===== src/rtl/prbs_burst_ctrl.sv =====
// prbs_burst_ctrl: command-driven burst controller around a 4-bit PRBS LFSR
// (x^4+x^3+1, period 15). A {seed, length} command seeds the LFSR; the block
// then emits exactly `length` bits over a valid/ready stream and pulses done.
//
// Ports:
//   clk, reset      rising-edge clock, synchronous active-high reset
//   cmd_valid/ready command handshake; cmd_seed (4'h0 illegal), cmd_len
//   cmd_abort       terminates an active burst
//   bit_out/valid   PRBS bit stream (bit_out = lfsr[0]); bit_ready back-pressure
//   busy            burst in progress (RUN or DONE)
//   done, aborted   one-cycle end-of-burst pulses
//   err_seed        one-cycle pulse when a zero-seed command is rejected
//   bits_sent       bits transferred in the current/last burst
module prbs_burst_ctrl #(
  parameter int unsigned LEN_W = 8
) (
  input  logic             clk,
  input  logic             reset,
  input  logic             cmd_valid,
  output logic             cmd_ready,
  input  logic [3:0]       cmd_seed,
  input  logic [LEN_W-1:0] cmd_len,
  input  logic             cmd_abort,
  output logic             bit_out,
  output logic             bit_valid,
  input  logic             bit_ready,
  output logic             busy,
  output logic             done,
  output logic             aborted,
  output logic             err_seed,
  output logic [LEN_W-1:0] bits_sent
);

  typedef enum logic [1:0] {
    ST_IDLE = 2'd0,
    ST_RUN  = 2'd1,
    ST_DONE = 2'd2
  } state_t;

  state_t           state;
  logic [3:0]       lfsr;
  logic [LEN_W-1:0] remain;
  logic             aborted_q;
  logic             err_seed_q;
  logic [LEN_W-1:0] bits_sent_q;
  logic             handshake;

  assign handshake = (state == ST_RUN) && bit_ready;

  // Controller: state, LFSR, counters and pulse flags in one clocked process
  always_ff @(posedge clk) begin
    if (reset) begin
      state       <= ST_IDLE;
      lfsr        <= 4'hF;
      remain      <= '0;
      aborted_q   <= 1'b0;
      err_seed_q  <= 1'b0;
      bits_sent_q <= '0;
    end else begin
      aborted_q  <= 1'b0;
      err_seed_q <= 1'b0;
      case (state)
        ST_IDLE: begin
          if (cmd_valid) begin
            if (cmd_seed == 4'h0) begin
              // Illegal seed: reject without disturbing LFSR or last count
              err_seed_q <= 1'b1;
            end else begin
              bits_sent_q <= '0;
              if (cmd_len == '0) begin
                state <= ST_DONE;
              end else begin
                lfsr   <= cmd_seed;
                remain <= cmd_len;
                state  <= ST_RUN;
              end
            end
          end
        end
        ST_RUN: begin
          if (handshake) begin
            lfsr        <= {lfsr[0] ^ lfsr[1], lfsr[3], lfsr[2], lfsr[1]};
            remain      <= remain - LEN_W'(1);
            bits_sent_q <= bits_sent_q + LEN_W'(1);
            // A coincident abort on the final bit is a normal completion
            if (remain == LEN_W'(1)) begin
              state <= ST_DONE;
            end else if (cmd_abort) begin
              state     <= ST_DONE;
              aborted_q <= 1'b1;
            end
          end else if (cmd_abort) begin
            state     <= ST_DONE;
            aborted_q <= 1'b1;
          end
        end
        ST_DONE: begin
          state <= ST_IDLE;
        end
        default: begin
          state <= ST_IDLE;
        end
      endcase
    end
  end

  // Outputs decode directly from flops only
  assign cmd_ready = (state == ST_IDLE);
  assign bit_valid = (state == ST_RUN);
  assign busy      = (state != ST_IDLE);
  assign done      = (state == ST_DONE);
  assign bit_out   = lfsr[0];
  assign aborted   = aborted_q;
  assign err_seed  = err_seed_q;
  assign bits_sent = bits_sent_q;

endmodule


===== config.mk =====
export PLATFORM = sky130hd
export DESIGN_NAME = prbs_burst_ctrl
export DESIGN_NICKNAME = d
export VERILOG_FILES = /design/src/rtl/prbs_burst_ctrl.sv
export SDC_FILE = /design/constraint.sdc
export NUM_CORES = 1
export LEC_CHECK = 0
export CAP_MARGIN = 30
export CORE_UTILIZATION = 48
export DETAILED_ROUTE_END_ITERATION = 10
export PLACE_DENSITY_LB_ADDON = 0.15
export SLEW_MARGIN = 20
export SYNTH_ARGS = -nofsm -noshare
export SYNTH_HDL_FRONTEND = slang
export SYNTH_SLANG_ARGS = --single-unit

===== constraint.sdc =====
create_clock -name clk -period 2.47 [get_ports clk]
set_clock_uncertainty 0.15 [all_clocks]
set_input_delay 0.494 -clock clk [delete_from_list [all_inputs] [get_ports clk]]
set_output_delay 0.494 -clock clk [all_outputs]
set_load 0.05 [all_outputs]

### Word-level counts from Yosys, hierarchy flattened

Index checks and enable logic that the tools add are counted.

* mux-type cells: 25
* equal/unequal tests: 7
* bitwise logic cells: 4
* reduce and logical (&&, ||, !) cells: 11
* add/subtract/negate cells: 2

Operators by type and width (count)
* 2-to-1 mux 8 bit: 7
* case mux 8 bit (2 select lines): 2
* 2-to-1 mux 4 bit: 4
* 2-to-1 mux 2 bit: 6
* adder 8 x 1 -> 8 bit (second input constant): 1
* equality test 8 x 1 -> 1 bit (second input constant): 1
* logical NOT 8 bit: 1
* case mux 4 bit (2 select lines): 1
* subtractor 8 x 1 -> 8 bit (second input constant): 1
* inequality test 2 bit (second input constant): 3
* AND reduction 5 bit: 1
* logical NOT 4 bit: 1
* 2-to-1 mux 1 bit: 4
* case mux 2 bit (2 select lines): 1
* AND reduction 4 bit: 1
* nonzero test 2 bit: 2
* inverter 1 bit: 3
* OR reduction 3 bit: 1
* equality test 2 x 1 -> 1 bit (second input constant): 1
* equality test 2 bit (second input constant): 1
* logical NOT 2 bit: 1
* inequality test 2 x 1 -> 1 bit (second input constant): 1
* AND reduction 2 bit: 1
* OR reduction 2 bit: 1
* 2 further kinds: 2

* input bits: 17
* word-level logic and storage cells: 55
* output and inout port bits: 15
* register bits: 24

### Logic depth before layout (Yosys ltp)

* word-level depth: 5
* mapped depth: 7
* gate-level depth less buffers: 6

### Least setup slack after synthesis

No wires, ideal clock.

* kind: register to register
* start: reg state[0]
* end: reg lfsr[0]
* clock period less this slack: 2.331 ns
* data arrival time: 2.062 ns
* required time: 2.200 ns
* buffers on the path: 2
* stages on the path, launching flop included: 8
* library setup time: 0.120 ns
* slack: 0.139 ns
* path through: dfxtp_1 or2_1 inv_2 and3_1 clkbuf_1 or2_1 buf_2 a211o_1

* elaborated cells between the ends (all ways): 10
* classes of those cells: 5 x eq/ne; 1 x mux; 4 x reduce/logical

RTL lines
* start: declaration: line 40 `state_t state;`
* start signal: assignment: line 53 `state <= ST_IDLE;`
* start signal: assignment: line 71 `state <= ST_DONE;`
* start signal: assignment: line 75 `state <= ST_RUN;`
* logical NOT 2 bit *
* via cmd_ready: line 20 `output logic cmd_ready,`
* inequality test 2 bit (no source line) / nonzero test 2 bit (equally long branches)
* AND reduction 5 bit (no source line)
* end signal: assignment: line 73 `lfsr <= cmd_seed;`
* end signal: assignment: line 82 `lfsr <= {lfsr[0] ^ lfsr[1], lfsr[3], lfsr[2], lfsr[1]};`
* end: declaration: line 41 `logic [3:0] lfsr;`

Mark *: on every way through the listed nets, which the timed path passes. The rest lies on a longest branch.
A chain may end at the register's enable or synchronous reset.

### Final worst setup path

* start: reg state[1]
* end: out done

* word-level cells in the longest chain between the ends: 1

Ends and longest elaborated chain
* equality test 2 bit: line 111 `assign done = (state == ST_DONE);`
* end: declaration: line 28 `output logic done,`

No other way between the ends.

==> impl_results.md <==
- Syn nets: 175
- Number of global-route vias before repair: 1288
- Hold Crit Endpoint: bits_sent[7]
- Via/cell ratio: 6.40
- Number of cells traversed by the worst register-to-register path: 6
- Buffer cell driving the clock tree root: sky130_fd_sc_hd__clkbuf_4
- Worst hold path depth: 2
- Worst slack at placement: -0.0569 ns
- Area share of fa/ha/maj cells after synthesis: 0.0288
- Post-CTS setup-driven buffer insertion count: 0
- Total global-route track usage: 0.269
- Worst Max-Slew Pin Slew: 0.714 ns
- Count of standard-cell rows: 18
- Number of H-tree branching levels: 1
- Via count of the routed design: 1383
- Number of fill cells in the layout: 220
- Cell types with the largest area share after synthesis: sky130_fd_sc_hd__dfxtp_1 (37%), sky130_fd_sc_hd__a21oi_1 (6.5%), sky130_fd_sc_hd__nor2_1 (5.2%)
- Final setup fails: 0
- GRT busiest layer: met2
- Height of the die: 54.1 microns
- Synth Instances: 155
- Mean Syn Cell Area: 8.41 sq um
- Netlist cell types: 42
- Share of synthesized cell area in and, or, nand and nor gates: 0.250
- Maximum resistive drop on vdd: 387 uV
- Final worst path period share: 0.944
- Clock buffer count from CTS: 3
- First-pass GRT wire length: 5.58 mm
- Final instance area: 1710 sq um
- Multiplexer area fraction after synthesis: 0
- Worst min-delay path category: register to register
- Final Net Count: 207
- Shortest clock period the worst path allows after layout: 2.33 ns
- Area of the multi-input gates: 739 sq um
- Post-DRT Antenna Nets: 0
- Worst rel slew slack: 0.520
- Start point of the worst hold path: bits_sent[7]
- Fraction of final layout cells with drive strength greater than 1: 0.0968
- Flip-flop and latch count after synthesis: 24
- First-pass iteration count of the detailed router: 4
- Reg2reg start: state[0]
- Cell type with the largest total area after synthesis: sky130_fd_sc_hd__dfxtp_1
- Netlist area before placement: 1300 sq um
- Setup slack of the critical path after layout: 0.138 ns
- Power per unit of standard cell area: 556 nW/um^2
- Register area share after synthesis: 0.369
- Post-synth EDFFs: 0
- Overall die area: 2930 sq um
- Clock tree from TritonCTS: done
- Dominant combinational cell family by area after synthesis: compound AO/OA/AOI/OAI gates
- # clock sinks: 24
- Remaining design rule violation count: 0
- Max-slew violation total from the final report: 0
- Maximum fanout count along the critical path: 6
- Effective utilization at floorplan: 0.517
- Clock transition at path regs: 0.13 ns
- Fraction of met1 tracks used by global routing: 0.315
- Fraction of the mapped netlist area in compound gates: 0.281
- Commonest register cell after synthesis: sky130_fd_sc_hd__dfxtp_1
- Worst reg2reg setup slack: 0.56 ns
- Pin count of the biggest net entering global routing: 21
- Number of buffers added on ports: 31
- Area delta synth->final: 31.2%
- Antenna violations before repair: 0
- Leakage: 0.637 nW
- Area share of the leading cell type in the synthesized netlist: 0.369
- Run status: finished clean
- Core area: 2520 sq um
- GR Util met3: 0.0480
- Warnings from Yosys: 0
- Number of buffers on the longest clock path: 2
- DRT Wirelength: 3.41 mm
- IO Pins: 32
- Routed wire length per instance: 15.8 microns
- R2R Path End: remain[0]
- Width of the chip: 54.1 microns
- Cell area after placement: 1670 sq um
- DPL Wire Length: 2.58 mm
- Global-route met2 utilization: 0.467
- Share of synthesized flip-flops with an asynchronous set or reset: 0
- Setup crit start kind: register
- Storage cell area: 480 sq um
- Maximum Capacitance Violations: 0
- Xor/xnor share of the synthesized area: 0.00672
- Unrepaired setup endpoints after global routing: no
- Worst endpoint data arrival time: 1.69 ns
- # diodes: 0
- GPL Wtd Cong: 0.880
- Critical path data required time: 1.83 ns
- Highest Clock Rate: 429 MHz
- CP Class: register to primary output
- Overflow after GRT: 0
- Iteration-0 DRC Markers: 45
- Latest clock arrival within the worst-skew pair: 0.32 ns
- CTS Hold Buffers Added: 0
- Final hold viol count: 0
- Sort of element at the end of the critical path: primary output
## Yosys cell counts, types with 2 or more instances
master,n
sky130_fd_sc_hd__nand3_1,3
sky130_fd_sc_hd__or3_1,4
sky130_fd_sc_hd__o31ai_1,9
sky130_fd_sc_hd__nor2b_1,2
sky130_fd_sc_hd__nand4_1,2
sky130_fd_sc_hd__inv_2,2
sky130_fd_sc_hd__ha_1,3
sky130_fd_sc_hd__o311ai_1,5
sky130_fd_sc_hd__dfxtp_1,24
sky130_fd_sc_hd__clkbuf_1,6
sky130_fd_sc_hd__a211o_1,5
sky130_fd_sc_hd__nand2_1,5
sky130_fd_sc_hd__or4_1,4
sky130_fd_sc_hd__nor3b_1,3
sky130_fd_sc_hd__a22oi_1,3
sky130_fd_sc_hd__a21oi_1,17
sky130_fd_sc_hd__nor4_1,6
sky130_fd_sc_hd__buf_2,4
sky130_fd_sc_hd__inv_1,4
sky130_fd_sc_hd__nor2_1,18
sky130_fd_sc_hd__nand2b_1,2
sky130_fd_sc_hd__or2_1,2
sky130_fd_sc_hd__a21o_1,2
sky130_fd_sc_hd__o21ai_1,2
## sequential cells by signal (all words and copies together) (netlist names)
signal / cells
lfsr: 4
bits_sent: 8
err_seed: 1
state: 2
aborted: 1
remain: 8
## worst max-delay path by stage
| stage | from | end | cells after the start |
|---|---|---|---|
| floorplan | state[0] | lfsr[0] | 7 |
| global placement | cmd_seed[1] | remain[4] | 5 |
| detailed placement | cmd_seed[1] | remain[4] | 5 |
| CTS | state[0] | busy | 2 |
| global route | state[1] | done | 2 |
| finish | state[1] | done | 2 |
## cell families after synthesis
kind of cell,Yosys count
AOI/OAI and AO/OA,51
adders and majority gates,3
buffers and inverters,18
and+or+nand+nor,58
xor gates and xnor gates,1
DFF,24
## critical path, stage by stage (launching register included)
cell and delay (ns):
sky130_fd_sc_hd__dfxtp_1 0.43, sky130_fd_sc_hd__nor2b_1 0.15, sky130_fd_sc_hd__clkdlybuf4s50_1 0.80
## timing repair
action                     in CTS  in global routing
cloned                          0                  0
setup endpoints to repair       1                  1
gates resized for setup         1                  1
## layer usage
metal | up-vias | part of all wire
met2 | 48 | 0.51
met3 | 8 | 0.049
met1 | 677 | 0.43
met5 | - | 0
li1 | 650 | -
met4 | 0 | 0.016
## report_power, final
group / leakage (nW) / internal, mW / switching, mW
Combinational: 0.420 / 0.127 / 0.171
Sequential: 0.196 / 0.415 / 0.0270
Clock: 0.0210 / 0.0902 / 0.120
Total: 0.637 / 0.633 / 0.318
## metrics by stage
| stage | hold WS (ns) | cells | utilization | TNS, ns | power, mW |
|---|---|---|---|---|---|
| finish | 0.344 | 216 | 0.678 | 0 | 0.951 |
| global route | 0.344 | 216 | 0.678 | 0 | 0.998 |
| CTS | 0.337 | 216 | 0.677 | 0 | 0.952 |
| detailed placement | 0.305 | 212 | 0.663 | -0.478 | 0.747 |
| global placement | 0.296 | 212 | 0.663 | 0 | 0.736 |
| floorplan | 0.287 | 155 | - | 0 | 0.641 |
## cells in the final DEF (no fill, tap or decap), drive strengths merged, types with 2 or more instances in the layout
cell type and instances:
inv 6, dfxtp 24, a21oi 18, nand2b 2, clkbuf 4, clkdlybuf4s50 28
nor3b 4, a2111oi 2, nand4 2, nor2 18, or2 2, o21ai 3
buf 9, or3 4, a21o 2, nor2b 2, o31ai 9, a211o 5
nand2 5, nand3 3, a22oi 3, ha 3, or4 4, nor4 6
o311ai 5
## layout make-up
cell class / instances / share of cell area
multi-input cells: 113 / 0.432
flip-flops and latches: 24 / 0.281
repair buffers: 39 / 0.230
well taps: 30 / 0.0219
clock buffers: 4 / 0.0212
inverters: 6 / 0.0132
(Power assumes the default switching activity.)
